--- src/rtl/kf_host_ctrl_pkg.sv ---
// Shared kf definitions: word format constants for the kf_top core
// (sign-magnitude S9.14 data words, 5-bit data-bank address) and the
// host controller FSM state encoding.
package kf_host_ctrl_pkg;

  localparam int KF_W     = 24;  // data word width
  localparam int KF_FRAC  = 14;  // fractional bits of the S9.14 format
  localparam int KF_ADDRW = 5;   // data-bank address width

  typedef enum logic [2:0] {
    ST_IDLE,
    ST_START,
    ST_FEED,
    ST_WAIT,
    ST_RADDR,
    ST_RDATA,
    ST_OUT
  } kf_state_e;

endpackage

--- src/rtl/kf_host_ctrl_fifo.sv ---
// kf_word_fifo: synchronous first-word-fall-through FIFO with a registered
// occupancy count. DEPTH must be a power of two (>= 2).
//   clk, rst    : clock, asynchronous active-high reset (empties the FIFO)
//   push        : write request; ignored while full
//   push_data   : word to write
//   pop         : read request; ignored while empty
//   head        : oldest word, valid whenever count != 0
//   count       : number of stored words (0..DEPTH)
//   full        : count == DEPTH
module kf_word_fifo
  import kf_host_ctrl_pkg::*;
#(
  parameter int W     = KF_W,
  parameter int DEPTH = 8
) (
  input  logic                       clk,
  input  logic                       rst,
  input  logic                       push,
  input  logic [W-1:0]               push_data,
  input  logic                       pop,
  output logic [W-1:0]               head,
  output logic [$clog2(DEPTH):0]     count,
  output logic                       full
);

  localparam int AW = $clog2(DEPTH);
  localparam int CW = AW + 1;

  logic [W-1:0]  mem [DEPTH];
  logic [AW-1:0] wr_ptr;
  logic [AW-1:0] rd_ptr;
  logic          do_push;
  logic          do_pop;

  assign full    = (count == CW'(DEPTH));
  assign do_push = push && !full;
  assign do_pop  = pop && (count != '0);
  assign head    = mem[rd_ptr];

  always_ff @(posedge clk) begin
    if (do_push) begin
      mem[wr_ptr] <= push_data;
    end
  end

  // Pointers wrap naturally because DEPTH is a power of two.
  always_ff @(posedge clk or posedge rst) begin
    if (rst) begin
      wr_ptr <= '0;
      rd_ptr <= '0;
      count  <= '0;
    end else begin
      if (do_push) begin
        wr_ptr <= wr_ptr + 1'b1;
      end
      if (do_pop) begin
        rd_ptr <= rd_ptr + 1'b1;
      end
      case ({do_push, do_pop})
        2'b10:   count <= count + 1'b1;
        2'b01:   count <= count - 1'b1;
        default: count <= count;
      endcase
    end
  end

endmodule

--- src/rtl/kf_host_ctrl.sv ---
// kf_host_ctrl: host-side sequencer for the kf_top Kalman filter core.
// Buffers host words in a FIFO, and on a run request streams NLOAD words
// into the core behind a one-cycle START pulse, waits for the core's
// READY handshake (with timeout), then reads NRD result words back from
// the data bank starting at RD_BASE and hands them out one at a time.
//   clk, rst              : clock, asynchronous active-high reset
//   in_valid/in_data      : host word stream, accepted when in_ready
//   in_ready              : FIFO not full
//   run                   : request one filter run (ignored if < NLOAD queued)
//   busy                  : FSM not idle
//   kf_start, kf_data_in  : core START pulse and DATA_IN stream
//   kf_dir, kf_write      : core bank address and WRITE (always 0)
//   kf_ready, kf_data_out : core READY and DATA_OUT (1-cycle read latency)
//   out_valid/out_data/out_addr/out_ready : result word handshake
//   tmo_err               : sticky READY-timeout flag
module kf_host_ctrl
  import kf_host_ctrl_pkg::*;
#(
  parameter int W       = KF_W,
  parameter int ADDRW   = KF_ADDRW,
  parameter int NLOAD   = 6,
  parameter int RD_BASE = 0,
  parameter int NRD     = 2,
  parameter int FDEPTH  = 8,
  parameter int TMO     = 1023
) (
  input  logic             clk,
  input  logic             rst,
  input  logic             in_valid,
  input  logic [W-1:0]     in_data,
  output logic             in_ready,
  input  logic             run,
  output logic             busy,
  output logic             kf_start,
  output logic [W-1:0]     kf_data_in,
  output logic [ADDRW-1:0] kf_dir,
  output logic             kf_write,
  input  logic             kf_ready,
  input  logic [W-1:0]     kf_data_out,
  output logic             out_valid,
  output logic [W-1:0]     out_data,
  output logic [ADDRW-1:0] out_addr,
  input  logic             out_ready,
  output logic             tmo_err
);

  localparam int CW = $clog2(FDEPTH) + 1;
  localparam int TW = $clog2(TMO + 1);
  localparam int IW = $clog2(NRD + 1);

  kf_state_e        state;
  kf_state_e        state_nxt;

  logic             fifo_push;
  logic             fifo_pop;
  logic [W-1:0]     fifo_head;
  logic [CW-1:0]    fifo_count;
  logic             fifo_full;

  logic [CW-1:0]    feed_cnt;
  logic [TW-1:0]    wcnt;
  logic [TW-1:0]    wcnt_inc;
  logic [IW-1:0]    rd_idx;
  logic [IW-1:0]    rd_idx_inc;
  logic             rdy_seen_low;

  logic             run_accept;
  logic             tmo_hit;
  logic             to_raddr;
  logic [ADDRW-1:0] raddr_nxt;

  function automatic logic [ADDRW-1:0] rd_addr(input logic [IW-1:0] idx);
    return ADDRW'(RD_BASE) + ADDRW'(idx);
  endfunction

  kf_word_fifo #(
    .W     (W),
    .DEPTH (FDEPTH)
  ) u_fifo (
    .clk       (clk),
    .rst       (rst),
    .push      (fifo_push),
    .push_data (in_data),
    .pop       (fifo_pop),
    .head      (fifo_head),
    .count     (fifo_count),
    .full      (fifo_full)
  );

  assign in_ready   = !fifo_full;
  assign fifo_push  = in_valid && !fifo_full;
  assign busy       = (state != ST_IDLE);
  assign kf_write   = 1'b0;
  assign wcnt_inc   = (wcnt == TW'(TMO)) ? wcnt : wcnt + 1'b1;
  assign rd_idx_inc = rd_idx + 1'b1;

  always_ff @(posedge clk or posedge rst) begin
    if (rst) begin
      state <= ST_IDLE;
    end else begin
      state <= state_nxt;
    end
  end

  always_comb begin
    state_nxt  = state;
    kf_start   = 1'b0;
    kf_data_in = '0;
    fifo_pop   = 1'b0;
    out_valid  = 1'b0;
    run_accept = 1'b0;
    tmo_hit    = 1'b0;
    to_raddr   = 1'b0;
    raddr_nxt  = rd_addr(rd_idx);
    case (state)
      ST_IDLE: begin
        if (run && (fifo_count >= CW'(NLOAD))) begin
          run_accept = 1'b1;
          state_nxt  = ST_START;
        end
      end
      ST_START: begin
        kf_start   = 1'b1;
        kf_data_in = fifo_head;
        fifo_pop   = 1'b1;
        state_nxt  = (NLOAD > 1) ? ST_FEED : ST_WAIT;
      end
      ST_FEED: begin
        kf_data_in = fifo_head;
        fifo_pop   = 1'b1;
        if (feed_cnt == CW'(NLOAD - 1)) begin
          state_nxt = ST_WAIT;
        end
      end
      ST_WAIT: begin
        // A stale READY from the previous run must not end the wait; the
        // core has to drop READY first to show it has taken the job.
        if (rdy_seen_low && kf_ready) begin
          to_raddr  = 1'b1;
          state_nxt = ST_RADDR;
        end else if (wcnt_inc == TW'(TMO)) begin
          tmo_hit   = 1'b1;
          state_nxt = ST_IDLE;
        end
      end
      ST_RADDR: state_nxt = ST_RDATA;
      ST_RDATA: state_nxt = ST_OUT;
      ST_OUT: begin
        out_valid = 1'b1;
        if (out_ready) begin
          if (rd_idx_inc < IW'(NRD)) begin
            to_raddr  = 1'b1;
            raddr_nxt = rd_addr(rd_idx_inc);
            state_nxt = ST_RADDR;
          end else begin
            state_nxt = ST_IDLE;
          end
        end
      end
      default: state_nxt = ST_IDLE;
    endcase
  end

  always_ff @(posedge clk or posedge rst) begin
    if (rst) begin
      feed_cnt     <= '0;
      wcnt         <= '0;
      rd_idx       <= '0;
      rdy_seen_low <= 1'b0;
      tmo_err      <= 1'b0;
      kf_dir       <= '0;
      out_data     <= '0;
      out_addr     <= '0;
    end else begin
      if (run_accept) begin
        tmo_err      <= 1'b0;
        feed_cnt     <= '0;
        wcnt         <= '0;
        rd_idx       <= '0;
        rdy_seen_low <= 1'b0;
      end
      if (fifo_pop) begin
        feed_cnt <= feed_cnt + 1'b1;
      end
      // READY low is tracked from START on so a short drop while words are
      // still streaming in is not missed.
      if ((state inside {ST_START, ST_FEED, ST_WAIT}) && !kf_ready) begin
        rdy_seen_low <= 1'b1;
      end
      if (state == ST_WAIT) begin
        wcnt <= wcnt_inc;
      end
      if (tmo_hit) begin
        tmo_err <= 1'b1;
      end
      // kf_dir is loaded on entry to RADDR and otherwise holds.
      if (to_raddr) begin
        kf_dir <= raddr_nxt;
      end
      if (state == ST_RDATA) begin
        out_data <= kf_data_out;
        out_addr <= kf_dir;
      end
      if ((state == ST_OUT) && out_ready) begin
        rd_idx <= rd_idx_inc;
      end
    end
  end

endmodule

--- config.mk ---
export PLATFORM = sky130hd
export DESIGN_NAME = kf_host_ctrl
export DESIGN_NICKNAME = d
export VERILOG_FILES = /design/src/rtl/kf_host_ctrl_pkg.sv /design/src/rtl/kf_host_ctrl_fifo.sv /design/src/rtl/kf_host_ctrl.sv
export SDC_FILE = /design/constraint.sdc
export NUM_CORES = 1
export LEC_CHECK = 0
export CAP_MARGIN = 40
export CORE_MARGIN = 4
export CORE_UTILIZATION = 35
export CTS_CLUSTER_SIZE = 20
export DETAILED_ROUTE_END_ITERATION = 16
export DONT_BUFFER_PORTS = 1
export GPL_TIMING_DRIVEN = 0
export HOLD_SLACK_MARGIN = 0.08
export PLACE_DENSITY = 0.47
export SETUP_SLACK_MARGIN = 0.2
export SLEW_MARGIN = 30
export SYNTH_ARGS = -nofsm -noshare
export SYNTH_HDL_FRONTEND = slang
export SYNTH_SLANG_ARGS = --single-unit
--- constraint.sdc ---
create_clock -name clk -period 3.8 [get_ports clk]
set_clock_uncertainty 0.15 [all_clocks]
set_input_delay 0.76 -clock clk [delete_from_list [all_inputs] [get_ports clk]]
set_output_delay 0.76 -clock clk [all_outputs]
set_load 0.01 [all_outputs]
==> flow_summary.yaml, run 1 <==
outcome:
  status: "finished, final reports clean"
sta:
  rsz0062_at_grt: "false"
  maxSlewViolCount: 0
  max_slew_margin_pct: 43.37
  min_period_over_period_pct: 88.70
  finalCriticalPeriod_ns: 3.370
  hold_violations: 0
  fmax_mhz: 296.7
  finalSetupViolations: 0
  worst_pin_slew_ns: 0.8416
yosys:
  async_reset_ff_share_pct: 23.51
  yosys.cell_types.count: 50
  synth-edff-count: 192
  yosys_register_bits: 251
  yosys-top-cells-area: "edfxtp_1, dfrtp_1, mux4_2, mux2_2, mux2i_1"
  yosysWarningCount: 0
  synth-seq-area-share_pct: 71.22
  syn_inst: 574
  yosys_most_used_dff: "edfxtp_1"
  synth_area_per_cell_um2: 17.72
  synth_top_area_cell: "edfxtp_1"
  yosysTopAreaCellShare_pct: 56.70
  netlist_area_um2: 10170
worst_setup_path:
  worstPathMaxFanout: 10
  cp.required_ns: 2.89
  path_class: "flip-flop to output port"
  crit_arrival_ns: 2.46
  start_kind: "flip-flop"
  rrSetupSlack_ns: 1.04
  crit_path_end_kind: "output port"
layout:
  drive_above_1_share_pct: 25.90
  fill_cells: 2572
  area_growth_pct: 15.81
  instances_no_fill: 1025
  regArea_um2: 7242
  diodes: 0
  multi_input_area_um2: 2796
  nets: 688
detailed_routing:
  routed_wl_mm: 21.59
  ant_nets: 0
  vias_per_cell: 5.060
  drc: 0
  post_drt_wl_per_cell_um: 21.07
  drt_pass1_iterations: 4
  first_iter_violations: 359
  route.vias.total: 5186
floorplan:
  dieArea_um2: 31840
  start_util_pct: 35.43
  die_x_um: 178.5
  ios: 118
  num_rows: 62
  dieHeight_um: 178.5
  core_region_area_um2: 28700
hold_path:
  hold_path_class: "primary input to flip-flop"
clock_network:
  cts-buffers-inserted: 26
  cts_setup_buffers: 0
  cts_tree: "done"
  clk_pin_slew_ns: 0.06
  clkLatencyLatePin_ns: 0.52
  cts.sinks: 251
  htree_num_levels: 1
  clock_path_buffers: 3
  root_buffer: "clkbuf_16"
global_routing:
  grt_overflow: 0
  grt_pass1_vias: 5589
  grt.total_usage_pct: 13.61
  grt_max_degree: 32
  grt_use_met3_pct: 3.900
  antenna_found_initial: 0
  gr-usage-met1_pct: 16.73
  busiest_layer: "met2"
  grtUsageMet2_pct: 23.79
  grt_pass1_wl_mm: 33.00
power_and_ir_drop:
  power.density_nw_per_um2: 775.8
  peakVddDrop_uv: 347.5
  finalPower_w: 0.009136
  p_leak_nw: 4.148
placed_design:
  dp_hpwl_mm: 14.64
  gp_congestion: 0.6907
  dp.cells: 978
  io_buffers: 0
flow_run:
  max-cap-violations: 0
==> cells in the final DEF, fill, tap and decap left out, types with 2 or more instances in the layout <==
| cell type | synthesis | final |
|---|---|---|
| a21oi_1 | 10 | 10 |
| clkinv_2 | 0 | 7 |
| inv_1 | 12 | 11 |
| nor3_2 | 0 | 2 |
| mux2i_1 | 28 | 28 |
| nand2_1 | 17 | 17 |
| dfrtp_1 | 59 | 59 |
| clkbuf_16 | 0 | 27 |
| xor2_1 | 3 | 3 |
| conb_1 | 1 | 7 |
| edfxtp_1 | 192 | 192 |
| clkinv_1 | 0 | 5 |
| nand4_1 | 2 | 2 |
| nor3_1 | 6 | 4 |
| a31oi_1 | 5 | 5 |
| nor2b_1 | 2 | 2 |
| nand3b_1 | 2 | 2 |
| clkbuf_1 | 9 | 9 |
| and4_1 | 2 | 2 |
| nor4_1 | 2 | 2 |
| nand2b_1 | 5 | 5 |
| mux2_2 | 29 | 29 |
| nor2_4 | 0 | 6 |
| nor2_1 | 45 | 39 |
| buf_4 | 9 | 16 |
| mux4_2 | 48 | 48 |
| xnor2_1 | 5 | 5 |
| buf_16 | 0 | 3 |
| and2_1 | 2 | 2 |
| buf_8 | 0 | 3 |
| clkbuf_2 | 0 | 2 |
| a22o_1 | 2 | 2 |
| nand3_1 | 13 | 13 |
| a21o_1 | 3 | 3 |
| or3_1 | 3 | 3 |
| o21ai_0 | 16 | 16 |
| a21boi_0 | 2 | 2 |
| ha_1 | 9 | 9 |
| buf_2 | 10 | 11 |
==> cell usage after synthesis (10+ instances only) <==
cell and count:
edfxtp_1 192, mux2_2 29, a21oi_1 10, inv_1 12
o21ai_0 16, mux2i_1 28, nand3_1 13, nand2_1 17
nor2_1 45, dfrtp_1 59, buf_2 10, mux4_2 48
==> critical path, stage by stage, from the launching register on <==
cell	delay, ns
dfrtp_1	0.36
clkbuf_1	0.16
buf_4	0.27
buf_4	0.30
mux4_2	0.54
mux2i_1	0.18
nor2_1	0.11
==> state kept, by name (all words and copies together) (netlist names) <==
register,count
u_fifo.mem,192
out_data,24
wcnt,10
feed_cnt,4
u_fifo.count,4
state,3
u_fifo.rd_ptr,3
u_fifo.wr_ptr,3
kf_dir,2
out_addr,2
rd_idx,2
rdy_seen_low,1
tmo_err,1
==> worst paths after layout <==
kind | from | end | cells after the start
max | u_fifo.rd_ptr[0] | kf_data_in[13] | 6
min | in_data[17] | u_fifo.mem[6][17] | 0
max reg2reg | state[1] | u_fifo.count[3] | 10
min reg2reg | rd_idx[0] | rd_idx[0] | 1
max in group asynchronous | rst | u_fifo.wr_ptr[1] | 3
min in group asynchronous | rst | out_data[0] | 2
==> routing by layer <==
metal | vias to the layer above | routed length (um) | share of wire [%]
li1 | 2326 | - | -
met3 | 31 | 1640 | 7.6
met4 | 0 | 429 | 2.0
met5 | - | 0 | 0
met2 | 157 | 10920 | 51
met1 | 2672 | 8605 | 40
==> stage by stage <==
stage          TNS [ns]  area [um2]  setup WS (ns)  hold WS (ns)  utilization (%)
4_1_cts               0       11770         0.2680        0.1335            41.00
3_5_place_dp          0       10930         0.7579        0.3746            38.10
2_1_floorplan         0       10190         0.3753        0.3331                -
3_3_place_gp     -72.10       10670         -1.414        0.3532            37.18
6_report              0       11780         0.4296        0.1600            41.03
5_1_grt               0       11780         0.2126        0.1317            41.03
==> cell type report <==
class,count,area share (%)
plain buffers,31,1.413
clock buffers,30,5.950
clock inverters,15,1.031
inverters,12,0.4037
multi-input cells,286,23.75
flip-flops and latches,251,61.50
well taps,384,4.080
repair buffers,16,1.881
==> power breakdown <==
| group | internal (W) | switching [W] | leakage, nW |
|---|---|---|---|
| combinational | 0.00123 | 0.00160 | 1.27 |
| sequential | 0.00355 | 0.000345 | 2.47 |
| clock | 0.00139 | 0.00103 | 0.407 |
==> cells by family after synthesis <==
logic type / Yosys count / share of synthesized area, %
adder cells (fa/ha/maj): 10 / 1.304
buffers and inverters: 43 / 2.042
flip-flops: 251 / 71.22
AND/OR/NAND/NOR: 107 / 5.045
multiplexers: 105 / 16.60
XOR/XNOR: 8 / 0.6891
AO/OA/AOI/OAI: 49 / 3.064
other: 1 / 0.03688
==> what timing repair did <==
item / in CTS / in global routing
hold buffers: 1 / 0
resized for setup: 1 / 1
endpoints found under the hold margin: 30 / 0
cloned: 0 / 0
setup endpoints to repair: 1 / 2
Power figures use the tool's default switching activity.
==> run 2, diff against run 1 <==
--- a/config.mk
+++ b/config.mk
@@ -6,7 +6,6 @@
 export NUM_CORES = 1
 export LEC_CHECK = 0
 export CAP_MARGIN = 40
-export CORE_MARGIN = 4
 export CORE_UTILIZATION = 35
 export CTS_CLUSTER_SIZE = 20
 export DETAILED_ROUTE_END_ITERATION = 16
==> run 2 against run 1 <==
Setup slack improved by 0.029 ns. Cell count grew 0.88%. Flip-flop and latch count unchanged. Count of clock-buffer cells in the layout rose by 5. Hold slack hardly changed. Combinational power rose by 1%. Clock power increased by 3%. Final area up 0.55%. Die area decreased by 6.6%.
==> flow_summary.yaml, run 2 (synthesized netlist as in run 1, its figures left out) <==
outcome:
  status: "finished, final reports clean"
layout:
  nets: 694
  area_growth_pct: 16.45
  final_cell_mix: "edfxtp_1, dfrtp_1, mux4_2, nor2_1, mux2_2"
  diodes: 0
  largest-register: "u_fifo.mem"
  drive_above_1_share_pct: 25.69
  reg_top3: "u_fifo.mem x192, out_data x24, wcnt x10"
  fill_cells: 2547
  largest_register_ffs: 192
  layout_commonest_cell: "edfxtp_1"
detailed_routing:
  post_drt_wl_per_cell_um: 20.67
  ant_nets: 0
  first_iter_violations: 257
  route.vias.total: 5170
  vias_per_cell: 5.000
  drc: 0
  routed_wl_mm: 21.37
  drt_pass1_iterations: 4
power_and_ir_drop:
  finalPower_w: 0.009256
  p_int_w: 0.006254
  clkPwrFrac_pct: 27.0
  p_seq_share_pct: 42.1
  p_comb_share_pct: 30.9
  power.density_nw_per_um2: 781.6
  peakVddDrop_uv: 434.4
  p_leak_nw: 4.171
  p_sw_w: 0.003002
  swShare_pct: 32.43
worst_setup_path:
  cp.required_ns: 2.89
  cp-startpoint: "u_fifo.rd_ptr[0]"
  crit_slowest_cell: "mux4_2"
  slowest_delay_ns: 0.52
  path_class: "flip-flop to output port"
  rrSetupSlack_ns: 1.03
  critPathBufInv: 3
  worstPathMaxFanout: 10
  path_cells: "clkbuf_1 > buf_4 > buf_6 > mux4_2 > mux2i_1 > nor2_1"
  start_kind: "flip-flop"
  crit_arrival_ns: 2.43
  ff2ff_path_depth: 10
  crit_path_end_kind: "output port"
  rr_startpoint: "state[1]"
  cp_top_family: "multiplexers"
  regToRegEndpoint: "u_fifo.count[3]"
placed_design:
  dp_hpwl_mm: 14.44
  gp_congestion: 0.7573
  post-place-ws_ns: 0.7824
  io_buffers: 0
hold_path:
  min_from: "in_data[8]"
  hold_path_class: "primary input to flip-flop"
  min_path_cells: 0
  holdPathEnd: "u_fifo.mem[6][8]"
floorplan:
  num_rows: 62
  die_x_um: 172.5
  ios: 118
  dieHeight_um: 172.5
  core_region_area_um2: 28630
  start_util_pct: 35.52
  dieArea_um2: 29740
sta:
  hold_violations: 0
  max_slew_margin_pct: 51.31
  maxSlewViolCount: 0
  setup-tns-final_ns: 0
  fmax_mhz: 299.3
  fin_ws_ns: 0.4589
  hold-worst-slack_ns: 0.1595
  min_period_over_period_pct: 87.92
  rsz0062_at_grt: "false"
  finalSetupViolations: 0
  finalCriticalPeriod_ns: 3.341
  worst_pin_slew_ns: 0.7304
global_routing:
  grt.total_usage_pct: 14.62
  grt_overflow: 0
  grt_max_degree: 46
  grt_pass1_vias: 5459
  grt_pass1_wl_mm: 31.97
  antenna_found_initial: 0
clock_network:
  cts.sinks: 251
  clk_pin_slew_ns: 0.06
  clkLatencyLatePin_ns: 0.54
  root_buffer: "clkbuf_16"
  cts-buffers-inserted: 27
  cts_setup_buffers: 0
  cts_tree: "done"
  clock_path_buffers: 3
  htree_num_levels: 1
flow_run:
  max-cap-violations: 0
[run 2: worst max path at each step]
| stage | end | slack, ns | cells past startpoint |
|---|---|---|---|
| floorplan | u_fifo.mem[0][0] | 0.38 | 3 |
| global placement | u_fifo.mem[0][9] | -1.57 | 3 |
| detailed placement | kf_data_in[22] | 0.78 | 5 |
| CTS | kf_data_in[22] | 0.27 | 5 |
| global route | kf_data_in[5] | 0.26 | 6 |
| finish | kf_data_in[12] | 0.46 | 6 |
[run 2: metrics by stage]
step	instances	util [%]	area [um2]
after floorplan	580	-	10190
after global placement	964	37.28	10670
after detailed placement	981	38.27	10950
after CTS	1031	41.25	11810
after global routing	1034	41.37	11840
final	1034	41.37	11840
[run 2: power groups by stage]
stage / registers [W] / logic, W / clock network, W
after floorplan: 0.00387 / 0.00205 / 0
after global placement: 0.00395 / 0.00269 / 0
after detailed placement: 0.00396 / 0.00290 / 0
after CTS: 0.00390 / 0.00292 / 0.00257
after global routing: 0.00396 / 0.00315 / 0.00267
final: 0.00390 / 0.00286 / 0.00250
[run 2: routing by layer]
layer  part of all wire [%]  global-route usage (%)  up-vias
met1                     42                   17.96     2624
li1                       -                       -     2351
met5                      0                       0        -
met4                    1.8                   3.424        0
met3                    7.0                   3.799       33
met2                     49                   25.63      162
[run 2: timing repair]
item,CTS,global route
endpoints found under the hold margin,14,0
gates resized for setup,1,2
setup endpoints to repair,1,5
hold buffers,1,0
[run 2: final cells by class]
class	instances	area, um2	share of cell area [%]
plain buffers	31	168.9	1.426
clock buffers	35	705.7	5.959
clock inverters	14	137.6	1.162
inverters	12	47.55	0.4015
multi-input cells	286	2796	23.62
flip-flops and latches	251	7242	61.16
well taps	384	480.5	4.057
repair buffers	21	262.8	2.219
[run 2: worst register-to-register path: cells and delay by family (launching register included)]
kind,cells,cell delay [ns]
AO/OA/AOI/OAI,4,1.06
adder cells (fa/ha/maj),2,0.52
flip-flops,1,0.41
AND/OR/NAND/NOR,2,0.28
XOR/XNOR,2,0.26
==> run 3, diff against run 2 <==
--- a/config.mk
+++ b/config.mk
@@ -6,6 +6,7 @@
 export NUM_CORES = 1
 export LEC_CHECK = 0
 export CAP_MARGIN = 40
+export CORE_ASPECT_RATIO = 1.1
 export CORE_UTILIZATION = 35
 export CTS_CLUSTER_SIZE = 20
 export DETAILED_ROUTE_END_ITERATION = 16
==> run 3 against run 2 <==
Largest cell class unchanged. Sequential power barely moved. Largest power group unchanged. Critical path type unchanged. Combinational power barely moved. Cell count fell by 1.5%.
==> flow_summary.yaml, run 3 (synthesized netlist as in run 1, its figures left out) <==
outcome:
  status: "finished, final reports clean"
layout:
  reg_top3: "u_fifo.mem x192, out_data x24, wcnt x10"
  area_growth_pct: 16.93
  fill_cells: 2532
  final_cell_mix: "edfxtp_1, dfrtp_1, mux4_2, nor2_1, mux2_2"
  diodes: 0
  largest-register: "u_fifo.mem"
  instances_no_fill: 1019
  layout_commonest_cell: "edfxtp_1"
  fin_area_um2: 11890
  nets: 693
  largest_register_ffs: 192
  drive_above_1_share_pct: 26.27
placed_design:
  dp_hpwl_mm: 13.94
  gp_congestion: 0.7582
  dpl_cell_area_um2: 10980
  dp.cells: 965
  post-place-ws_ns: 0.8080
  io_buffers: 0
worst_setup_path:
  cp_top_family: "buffers and inverters"
  crit_arrival_ns: 2.41
  worstPathMaxFanout: 10
  path_cells: "clkbuf_1 > mux4_2 > mux2i_1 > nor2_1"
  crit_slowest_cell: "clkbuf_1"
  path_class: "flip-flop to output port"
  cp_num_cells: 4
  critPathBufInv: 1
  ff2ff_path_depth: 10
  crit_path_end_kind: "output port"
  slowest_delay_ns: 0.67
  rrSetupSlack_ns: 1.08
  cp.required_ns: 2.89
  start_kind: "flip-flop"
detailed_routing:
  vias_per_cell: 5.040
  drt_pass1_iterations: 4
  drc: 0
  routed_wl_mm: 20.86
  route.vias.total: 5136
  ant_nets: 0
  post_drt_wl_per_cell_um: 20.47
  first_iter_violations: 412
sta:
  finalSetupViolations: 0
  worst_pin_slew_ns: 0.8534
  fin_ws_ns: 0.4847
  maxSlewViolCount: 0
  hold-worst-slack_ns: 0.1432
  rsz0062_at_grt: "false"
  hold_violations: 0
  max_slew_margin_pct: 43.11
  fmax_mhz: 301.6
  min_period_over_period_pct: 87.24
  finalCriticalPeriod_ns: 3.315
power_and_ir_drop:
  finalPower_w: 0.009290
  swShare_pct: 32.26
  clkPwrFrac_pct: 27.4
  p_sw_w: 0.002997
  p_int_w: 0.006294
  power.density_nw_per_um2: 781.4
  p_leak_nw: 4.202
  peakVddDrop_uv: 362.4
  p_seq_share_pct: 41.9
  p_comb_share_pct: 30.7
floorplan:
  core_region_area_um2: 28630
  num_rows: 65
  die_x_um: 164.5
  dieArea_um2: 29740
  dieHeight_um: 180.8
  start_util_pct: 35.52
  ios: 118
flow_run:
  max-cap-violations: 0
clock_network:
  cts.sinks: 251
  htree_num_levels: 1
  cts-buffers-inserted: 28
  clk_pin_slew_ns: 0.06
  cts_tree: "done"
  clkLatencyLatePin_ns: 0.53
  clock_path_buffers: 3
  root_buffer: "clkbuf_16"
global_routing:
  grt_max_degree: 47
  grt_pass1_vias: 5469
  grt.total_usage_pct: 14.36
  grt_pass1_wl_mm: 32.02
  grt_overflow: 0
  antenna_found_initial: 0
hold_path:
  hold_path_class: "primary input to flip-flop"
  min_path_cells: 0
==> run 3: path summary, 6_finish.rpt <==
| path | to | from |
|---|---|---|
| setup / recovery | kf_data_in[10] | u_fifo.rd_ptr[1] |
| hold / removal | u_fifo.mem[2][19] | in_data[19] |
| setup reg to reg | u_fifo.count[3] | state[1] |
| hold reg to reg | rd_idx[0] | rd_idx[0] |
| max in group asynchronous | wcnt[7] | rst |
| min in group asynchronous | out_data[14] | rst |
==> run 3: cell type report <==
| cell class | count | area (um2) | area share, % |
|---|---|---|---|
| Tap cell | 368 | 460.4 | 3.872 |
| Inverter | 12 | 47.55 | 0.3999 |
| Clock inverter | 14 | 121.4 | 1.021 |
| Buffer | 31 | 168.9 | 1.421 |
| Multi-Input combinational cell | 286 | 2796 | 23.52 |
| Clock buffer | 38 | 768.2 | 6.461 |
| Sequential cell | 251 | 7242 | 60.91 |
| Timing Repair Buffer | 19 | 285.3 | 2.399 |
==> run 3: power by group through the flow <==
stage | registers [W] | logic (W) | clock network, W
finish | 0.00389 | 0.00285 | 0.00255
CTS | 0.00389 | 0.00294 | 0.00263
global route | 0.00397 | 0.00315 | 0.00273
global placement | 0.00395 | 0.00270 | 0
floorplan | 0.00387 | 0.00205 | 0
detailed placement | 0.00395 | 0.00293 | 0
==> run 3: per-layer routing <==
metal,share of wire (%),track usage [%]
met5,0,0
met4,2.2,3.743
met3,6.8,3.581
met2,51,24.93
met1,40,17.70
==> run 3: stage by stage <==
stage / util, % / setup TNS (ns)
final: 41.53 / 0
after global placement: 37.21 / -86.08
after global routing: 41.53 / 0
after CTS: 41.49 / 0
after floorplan: - / 0
after detailed placement: 38.35 / 0
==> run 3: what timing repair did <==
item,4_1_cts,5_1_grt
hold endpoints to repair,13,0
setup endpoints to repair,0,10
buffers inserted,0,0
resized for setup,0,4
hold buffers,1,0
